$ cat config.mk
export PLATFORM = sky130hd
export DESIGN_NAME = sim_multi_angle_flat
export DESIGN_NICKNAME = d
export VERILOG_FILES = /design/src/rtl/sim_multi_angle_if.sv /design/src/rtl/sim_multi_angle.sv /design/src/flat_wrapper.sv
export SDC_FILE = /design/constraint.sdc
export NUM_CORES = 1
export LEC_CHECK = 0
export ABC_AREA = 0
export CELL_PAD_IN_SITES_DETAIL_PLACEMENT = 1
export CELL_PAD_IN_SITES_GLOBAL_PLACEMENT = 1
export CORE_ASPECT_RATIO = 1.75
export CORE_MARGIN = 2
export CORE_UTILIZATION = 50
export CTS_CLUSTER_SIZE = 30
export DETAILED_ROUTE_END_ITERATION = 8
export GPL_TIMING_DRIVEN = 0
export PLACE_DENSITY_LB_ADDON = 0.15
export SLEW_MARGIN = 20
export SYNTH_ARGS = -nofsm -noshare
export SYNTH_HDL_FRONTEND = slang
export SYNTH_SLANG_ARGS = --single-unit
$ cat constraint.sdc
create_clock -name clk -period 14 [get_ports clk]
set_input_delay 1.4 -clock clk [delete_from_list [all_inputs] [get_ports clk]]
set_output_delay 1.4 -clock clk [all_outputs]
set_load 0.005 [all_outputs]
$ cat src/rtl/sim_multi_angle_if.sv
// rtl/sim_multi_angle_if.sv - channel configuration write bus for sim_multi_angle
// master drives the write strobe and fields, slave answers with cfg_ack.
interface sim_multi_angle_if #(
  parameter int AW = 12,
  parameter int SW = 8,
  parameter int CW = 2
);
  logic          cfg_wr;
  logic [CW-1:0] cfg_ch;
  logic [AW-1:0] cfg_start;
  logic [AW-1:0] cfg_width;
  logic [SW-1:0] cfg_step;
  logic [2:0]    cfg_rate;
  logic          cfg_motion;
  logic          cfg_dir;
  logic          cfg_ack;

  modport master (
    output cfg_wr, cfg_ch, cfg_start, cfg_width, cfg_step, cfg_rate, cfg_motion, cfg_dir,
    input  cfg_ack
  );

  modport slave (
    input  cfg_wr, cfg_ch, cfg_start, cfg_width, cfg_step, cfg_rate, cfg_motion, cfg_dir,
    output cfg_ack
  );
endinterface

$ cat src/rtl/sim_multi_angle.sv
// rtl/sim_multi_angle.sv - NCH-channel azimuth target gates with scan-synchronous motion
// SIM_ANGLE_REF_EN builds the static target_ref comparators; otherwise target_ref is 0.
module sim_multi_angle #(
  parameter int AW  = 12,
  parameter int NCH = 4,
  parameter int SW  = 8,
  parameter int CW  = (NCH > 1) ? $clog2(NCH) : 1
) (
  input  logic             clk,
  input  logic             resset,
  input  logic [AW-1:0]    bear,
  sim_multi_angle_if.slave cfg,
  output logic             north,
  output logic [NCH-1:0]   target_angle,
  output logic [NCH-1:0]   target_ref
);

  typedef struct packed {
    logic [AW-1:0] start;
    logic [AW-1:0] width;
    logic [SW-1:0] step;
    logic [2:0]    rate;
    logic          motion;
    logic          dir;
  } chan_cfg_t;

  chan_cfg_t      shadow   [NCH];
  chan_cfg_t      active   [NCH];
  logic [AW-1:0]  offset   [NCH];
  logic [6:0]     scan_cnt [NCH];
  logic [NCH-1:0] dirty;
  logic [AW-1:0]  bear_q;

  logic [AW-1:0]  back_dist;
  logic           nc;
  chan_cfg_t      wr_cfg;
  logic [AW-1:0]  vstart   [NCH];
  logic [AW-1:0]  step_ext [NCH];
  logic [NCH-1:0] ang_hit;
  logic [NCH-1:0] cnt_last;

  // Only a backward jump of at least half a revolution counts as north.
  assign back_dist = bear_q - bear;
  assign nc        = (bear < bear_q) && back_dist[AW-1];

  assign wr_cfg = '{start:  cfg.cfg_start,
                    width:  cfg.cfg_width,
                    step:   cfg.cfg_step,
                    rate:   cfg.cfg_rate,
                    motion: cfg.cfg_motion,
                    dir:    cfg.cfg_dir};

  always_comb begin
    for (int i = 0; i < NCH; i++) begin
      vstart[i]   = active[i].start + offset[i];
      step_ext[i] = AW'(active[i].step);
      ang_hit[i]  = (AW'(bear_q - vstart[i]) < active[i].width);
      cnt_last[i] = ({1'b0, scan_cnt[i]} == ((8'd1 << active[i].rate) - 8'd1));
    end
  end

  always_ff @(posedge clk or posedge resset) begin
    if (resset) begin
      bear_q       <= '0;
      north        <= 1'b0;
      cfg.cfg_ack  <= 1'b0;
      target_angle <= '0;
      dirty        <= '0;
      for (int i = 0; i < NCH; i++) begin
        shadow[i]   <= '0;
        active[i]   <= '0;
        offset[i]   <= '0;
        scan_cnt[i] <= '0;
      end
    end else begin
      bear_q      <= bear;
      north       <= nc;
      cfg.cfg_ack <= cfg.cfg_wr;
      for (int i = 0; i < NCH; i++) begin
        target_angle[i] <= ang_hit[i];
        if (nc) begin
          if (dirty[i]) begin
            active[i]   <= shadow[i];
            offset[i]   <= '0;
            scan_cnt[i] <= '0;
            dirty[i]    <= 1'b0;
          end else if (active[i].motion) begin
            if (cnt_last[i]) begin
              scan_cnt[i] <= '0;
              offset[i]   <= active[i].dir ? offset[i] + step_ext[i] : offset[i] - step_ext[i];
            end else begin
              scan_cnt[i] <= scan_cnt[i] + 7'd1;
            end
          end else begin
            offset[i] <= '0;
          end
        end
        // A write on the crossing cycle lands after the shadow->active copy above.
        if (cfg.cfg_wr && (cfg.cfg_ch == CW'(i))) begin
          shadow[i] <= wr_cfg;
          dirty[i]  <= 1'b1;
        end
      end
    end
  end

`ifdef SIM_ANGLE_REF_EN
  logic [NCH-1:0] ref_hit;

  always_comb begin
    for (int i = 0; i < NCH; i++) begin
      ref_hit[i] = (AW'(bear_q - active[i].start) < active[i].width);
    end
  end

  always_ff @(posedge clk or posedge resset) begin
    if (resset) begin
      target_ref <= '0;
    end else begin
      target_ref <= ref_hit;
    end
  end
`else
  assign target_ref = '0;
`endif

endmodule

$ cat src/flat_wrapper.sv
// flat-port wrapper written by rule: the top's interface ports become plain ports
module sim_multi_angle_flat 
#(
  parameter int AW  = 12,
  parameter int NCH = 4,
  parameter int SW  = 8,
  parameter int CW  = (NCH > 1) ? $clog2(NCH) : 1
)
  (clk, resset, bear, north, target_angle, target_ref, cfg_cfg_wr, cfg_cfg_ch, cfg_cfg_start, cfg_cfg_width, cfg_cfg_step, cfg_cfg_rate, cfg_cfg_motion, cfg_cfg_dir, cfg_cfg_ack);
  sim_multi_angle_if #(.AW(AW), .SW(SW), .CW(CW)) cfg_i ();
  input  logic clk;
  input  logic resset;
  input  logic [AW-1:0] bear;
  output logic north;
  output logic [NCH-1:0] target_angle;
  output logic [NCH-1:0] target_ref;
  input wire logic [$bits(cfg_i.cfg_wr)-1:0] cfg_cfg_wr;
  input wire logic [$bits(cfg_i.cfg_ch)-1:0] cfg_cfg_ch;
  input wire logic [$bits(cfg_i.cfg_start)-1:0] cfg_cfg_start;
  input wire logic [$bits(cfg_i.cfg_width)-1:0] cfg_cfg_width;
  input wire logic [$bits(cfg_i.cfg_step)-1:0] cfg_cfg_step;
  input wire logic [$bits(cfg_i.cfg_rate)-1:0] cfg_cfg_rate;
  input wire logic [$bits(cfg_i.cfg_motion)-1:0] cfg_cfg_motion;
  input wire logic [$bits(cfg_i.cfg_dir)-1:0] cfg_cfg_dir;
  output wire logic [$bits(cfg_i.cfg_ack)-1:0] cfg_cfg_ack;
  assign cfg_i.cfg_wr = cfg_cfg_wr;
  assign cfg_i.cfg_ch = cfg_cfg_ch;
  assign cfg_i.cfg_start = cfg_cfg_start;
  assign cfg_i.cfg_width = cfg_cfg_width;
  assign cfg_i.cfg_step = cfg_cfg_step;
  assign cfg_i.cfg_rate = cfg_cfg_rate;
  assign cfg_i.cfg_motion = cfg_cfg_motion;
  assign cfg_i.cfg_dir = cfg_cfg_dir;
  assign cfg_cfg_ack = cfg_i.cfg_ack;
  sim_multi_angle #(.AW(AW), .NCH(NCH), .SW(SW), .CW(CW)) u_core (.clk(clk), .resset(resset), .bear(bear), .cfg(cfg_i), .north(north), .target_angle(target_angle), .target_ref(target_ref));
endmodule
==> reports/results.txt, run 1 <==
Run status -> finished, final reports clean
CP startpoint kind -> flip-flop
DRC -> 0
Worst EP arrival -> 5530 ps
All-Layer GR Usage -> 0.278
Die width -> 168 um
Post-synthesis instance area -> 23500 um^2
Design Area, Final -> 26200 um^2
Clock tree sinks -> 394
Core region area -> 46600 um^2
Post-synthesis cell count -> 2138
Die Y -> 291 um
Final Hold Vio Count -> 0
Clock buffer depth -> 3
Post-DP HPWL -> 49900 um
Resized cells post-CTS -> 0
RSZ-0062 raised after global routing -> no
DR iter-0 viols -> 642
Die area -> 48800 um^2
Syn Area/Cell -> 11.0 um^2
Via count -> 16600
H-tree levels -> 2
Minimum clock period -> 5130 ps
Postcts setup bufs -> 0
Max cap viols -> 0
I/O Buffers -> 59
Row count -> 105
First-pass DRT Iterations -> 5
Hold Startpoint -> u_core.shadow[25]
Grt total ovfl -> 0
Worst r2r src -> u_core.bear_q[1]
Overall Power -> 6140 uW
Commonest cells after routing, fill and taps aside -> dfrtp_1, mux2_2, inv_1, ha_1, nor2_1
Fill cell count -> 4958
Num CTS Buffers -> 38
Root Buffer -> clkbuf_16
Detailed-route wire length -> 65300 um
Net count, final -> 2509
CP Capture Type -> flip-flop
Top_reg_cell synth -> dfrtp_1
Crit-path max FO -> 10
Vias per inst -> 5.79
Slew of the pin with the lowest slew margin -> 891 ps
Share of cells above drive strength 1 -> 0.194
Lkg Pwr -> 0.0119 uW
N_diodes -> 0
Worst Setup SP -> u_core.bear_q[1]
Critical Path RT -> 14400 ps
Largest net degree at the start of global routing -> 102
Setup violators final -> 0
Period utilization -> 0.366
Max Clock Skew -> 14.8 ps
Yosys warnings -> 0
CP Class -> reg2reg
Vias in the first global route -> 18900
Slew HR -> 0.406
Synth Register Bits -> 394
Pwr Density -> 235 nW/um^2
Average routed wire per standard cell -> 22.9 um
First-pass GRT wire length -> 105000 um
Synth async-reset ratio -> 1.00
Post-synth EDFFs -> 0
Worst Hold Class -> reg2reg
Placed Area -> 24900 um^2
Starting Density -> 0.503
Fin. max-slew vios -> 0
CTS tree -> done
Reg clk slew, reported paths -> 60 ps
Initial antenna violation count -> 1
Gpl congestion -> 0.843
Ports -> 64
Final Util -> 0.562
Max rail drop VDD -> 0.152 mV
CTS Hold Bufs -> 0
Most common cell after layout, fill and taps aside -> dfrtp_1
Worst-Skew Late Latency -> 550 ps
Register area share after synthesis -> 0.420
Layout area overhead -> 11.6%
Number of nets with antenna violations after routing -> 0
Peak Freq -> 195 MHz
Count of cell types in the netlist -> 75
[layer usage]
metal  wire length (um)  GRT usage  vias to the layer above
li1                   -          -                     7675
met1              24300      0.300                     8422
met2              34800      0.517                      290
met3               1430     0.0261                      171
met4               4710      0.170                        0
met5                  0          0                        -
[cells by family (layout without fill, tap and decap cells)]
kind of cell,after synthesis,after routing,synth area share
other cells,1,4,0.000160
simple gates,374,374,0.0803
xor+xnor,122,122,0.0455
buf+inv,306,435,0.0543
compound gates,428,428,0.122
mux,301,301,0.149
fa+ha+maj,212,212,0.128
flops,394,394,0.420
[where the power goes]
part           total, uW  switching [uW]  internal [uW]
Sequential          1740             265           1480
Combinational       3310            1780           1530
Clock               1090             466            628
[worst max-delay path, stage by stage, from the launching register on]
cell and delay (ps):
dfrtp_1 710, clkbuf_1 680, inv_1 510, fa_1 590, nor2b_1 150, o21ai_1 90
a21boi_0 310, o21ai_1 140, a21oi_1 230, o21ai_0 160, o311ai_0 370, ha_1 320
a211oi_1 210, nand2_1 80, a221oi_1 400
[per-stage QoR]
stage | hold slack, ps | setup WS (ps) | cells | TNS [ps]
4_1_cts | 503 | 8830 | 2858 | 0
3_3_place_gp | 481 | -3010 | 2788 | -1161570
3_5_place_dp | 492 | 8940 | 2791 | 0
2_1_floorplan | 474 | 1650 | 2141 | 0
6_report | 500 | 8870 | 2858 | 0
5_1_grt | 512 | 8570 | 2858 | 0
[worst paths after layout]
kind | to | slack [ps] | cells past startpoint
hold / removal | u_core.active[25] | 500 | 1
hold reg to reg | u_core.active[25] | 500 | 1
max in group asynchronous | u_core.scan_cnt[9] | 11150 | 4
setup reg to reg | u_core.target_angle[3] | 8870 | 14
min in group asynchronous | u_core.active[128] | 1380 | 2
setup / recovery | u_core.target_angle[3] | 8870 | 14
[synth_stat cells, types with 28 or more instances]
cell type  count  area, um^2
nand2_1       82         308
nor3_1        37         185
a21oi_1      100         500
fa_1          48         961
dfrtp_1      394        9860
a21o_1        30         225
nor2b_1       28         175
xnor2_1       74         648
xor2_1        48         420
nor2_1       106         398
clkbuf_1      31         116
o21ai_0       98         490
mux2_4        30         450
inv_1        227         852
o2bb2ai_1     37         324
ha_1         164        2050
mux2_2       270        3040
[area by class of cell]
cell class,count,area [um^2],share of cell area
flip-flops and latches,394,9860,0.376
repair buffers,62,673,0.0257
well taps,588,736,0.0281
inverters,229,867,0.0331
multi-input cells,1441,12300,0.471
plain buffers,77,415,0.0159
clock inverters,16,191,0.00731
clock buffers,51,1100,0.0420
[sequential cells by signal, indices dropped and copies added, names as in the netlist]
register and count:
u_core.dirty 4, u_core.bear_q 12, u_core.target_angle 4, u_core.cfg.cfg_ack 1, u_core.offset 48, u_core.scan_cnt 28
u_core.shadow 148, u_core.active 148, u_core.north 1
Note: power is estimated with default switching activity, not from simulation.
==> run 2, diff against run 1 <==
==> constraint.sdc (replaced) <==
create_clock -name clk -period 5.2 [get_ports clk]
set_input_delay 0.52 -clock clk [delete_from_list [all_inputs] [get_ports clk]]
set_output_delay 0.52 -clock clk [all_outputs]
set_load 0.005 [all_outputs]
==> reports/results.txt, run 2 (synthesized netlist as in run 1, its figures left out) <==
Die width -> 168 um
Fin. max-slew vios -> 0
Share of cells above drive strength 1 -> 0.198
Worst EP arrival -> 5010 ps
Reg clk slew, reported paths -> 60 ps
CP delay by family, top -> compound AO/OA/AOI/OAI gates
Grt total ovfl -> 0
Vias per inst -> 5.81
Worst reg2reg path endpoint -> u_core.target_angle[3]
Max cap viols -> 0
Layout area overhead -> 12.7%
Max rail drop VDD -> 0.387 mV
CP Cell Sequence -> clkbuf_2 -> inv_1 -> fa_1 -> nor2b_1 -> o21ai_1 -> a21boi_0 -> o21ai_1 -> a21oi_1 -> o21ai_0 -> o311ai_0 -> ha_1 -> a211oi_1 -> nand2_1 -> a221oi_2
Fill cell count -> 4910
Core region area -> 46600 um^2
First-pass DRT Iterations -> 4
H-tree levels -> 2
Num CTS Buffers -> 39
Max Clock Skew -> 18.9 ps
Design Area, Final -> 26400 um^2
Minimum clock period -> 4630 ps
Worst-Skew Late Latency -> 550 ps
Final Hold Vio Count -> 0
Overall Power -> 16600 uW
Worst r2r src -> u_core.bear_q[1]
CTS tree -> done
Pwr Density -> 627 nW/um^2
Run status -> finished, final reports clean
RSZ-0062 raised after global routing -> no
Slew of the pin with the lowest slew margin -> 886 ps
Placed Area -> 25100 um^2
CP Capture Type -> flip-flop
Lkg Pwr -> 0.0120 uW
Gpl congestion -> 0.844
DR iter-0 viols -> 659
Crit path buf inv count -> 2
Slew HR -> 0.409
Most common cell after layout, fill and taps aside -> dfrtp_1
FF-to-FF setup slack -> 570 ps
FF-to-FF path depth -> 14
CP most frequent cell -> o21ai_1
Average routed wire per standard cell -> 22.5 um
Post-DP HPWL -> 50600 um
Die area -> 48800 um^2
Critical-path top delay cell -> dfrtp_1
Crit-path max FO -> 10
Largest registers -> u_core.active (148), u_core.shadow (148), u_core.offset (48)
Clock buffer depth -> 3
First-pass GRT wire length -> 104000 um
N_diodes -> 0
Ports -> 64
Postcts setup bufs -> 0
Via count -> 16700
Vias in the first global route -> 18800
Setup violators final -> 0
Commonest cells after routing, fill and taps aside -> dfrtp_1, mux2_2, inv_1, ha_1, nor2_1
CTS Hold Bufs -> 0
Largest stage delay on the critical path -> 710 ps
Critical Path Sink -> u_core.target_angle[3]
Worst Hold Class -> in2async
Detailed-route wire length -> 64700 um
CP Class -> reg2reg
Row count -> 105
Worst Setup SP -> u_core.bear_q[1]
Critical Path RT -> 5580 ps
Initial antenna violation count -> 0
Net count, final -> 2521
Clock tree sinks -> 394
I/O Buffers -> 59
Largest net degree at the start of global routing -> 35
Period utilization -> 0.891
Die Y -> 291 um
Peak Freq -> 216 MHz
Starting Density -> 0.503
Root Buffer -> clkbuf_16
Number of nets with antenna violations after routing -> 0
CP startpoint kind -> flip-flop
Crit path depth -> 14
All-Layer GR Usage -> 0.274
DRC -> 0
## run 2: cell count changes in the layout (fill, tap and decap cells not counted)
| cell | change |
|---|---|
| clkinv_2 | -3 |
| clkbuf_8 | -1 |
| inv_6 | -1 |
| a221oi_1 | -1 |
| buf_12 | +11 |
| clkinvlp_4 | +2 |
| clkbuf_2 | +1 |
| a221oi_2 | +1 |
| clkbuf_1 | +3 |
| inv_8 | -1 |
| clkbuf_16 | +2 |
## run 2: metrics by stage
| step | cells | worst slack (ps) | util | TNS, ps | hold WS, ps |
|---|---|---|---|---|---|
| floorplan | 2141 | -622 | - | -245010 | 474 |
| global placement | 2788 | -3240 | 0.532 | -1247240 | 482 |
| detailed placement | 2802 | -65.6 | 0.538 | -65.6 | 489 |
| CTS | 2871 | 295 | 0.567 | 0 | 211 |
| global route | 2871 | 210 | 0.567 | 0 | 234 |
| finish | 2871 | 567 | 0.567 | 0 | 231 |
## run 2: worst min path at each step
stage | slack [ps] | to
2_1_floorplan | 470 | u_core.active[13]
3_3_place_gp | 480 | u_core.active[42]
3_5_place_dp | 490 | u_core.active[62]
4_1_cts | 210 | u_core.active[127]
5_1_grt | 230 | u_core.active[127]
6_report | 230 | u_core.active[127]
## run 2: power by group
group / switching (uW) / total (uW) / internal [uW]
combinational: 4790 / 8920 / 4120
sequential: 697 / 4670 / 3980
clock: 1250 / 2990 / 1740
total: 6740 / 16600 / 9850
## run 2: cell type report
class                           instances  area, um^2  share of cell area
Clock inverter                         13         175             0.00662
Clock buffer                           56        1150              0.0436
Multi-Input combinational cell       1441       12400               0.467
Tap cell                              588         736              0.0278
Inverter                              229         863              0.0326
Buffer                                 77         417              0.0158
Sequential cell                       394        9860               0.373
Timing Repair Buffer                   73         893              0.0338
## run 2: metal layers
layer | vias up | global-route usage | part of all wire
li1 | 7686 | - | -
met2 | 304 | 0.496 | 0.52
met1 | 8500 | 0.299 | 0.37
met3 | 196 | 0.0302 | 0.026
met5 | - | 0 | 0
met4 | 0 | 0.188 | 0.083
## run 2: repair_timing
action,CTS,global route
endpoints found under the setup margin,1,1
endpoints found under the hold margin,0,0
gates resized for setup,1,1
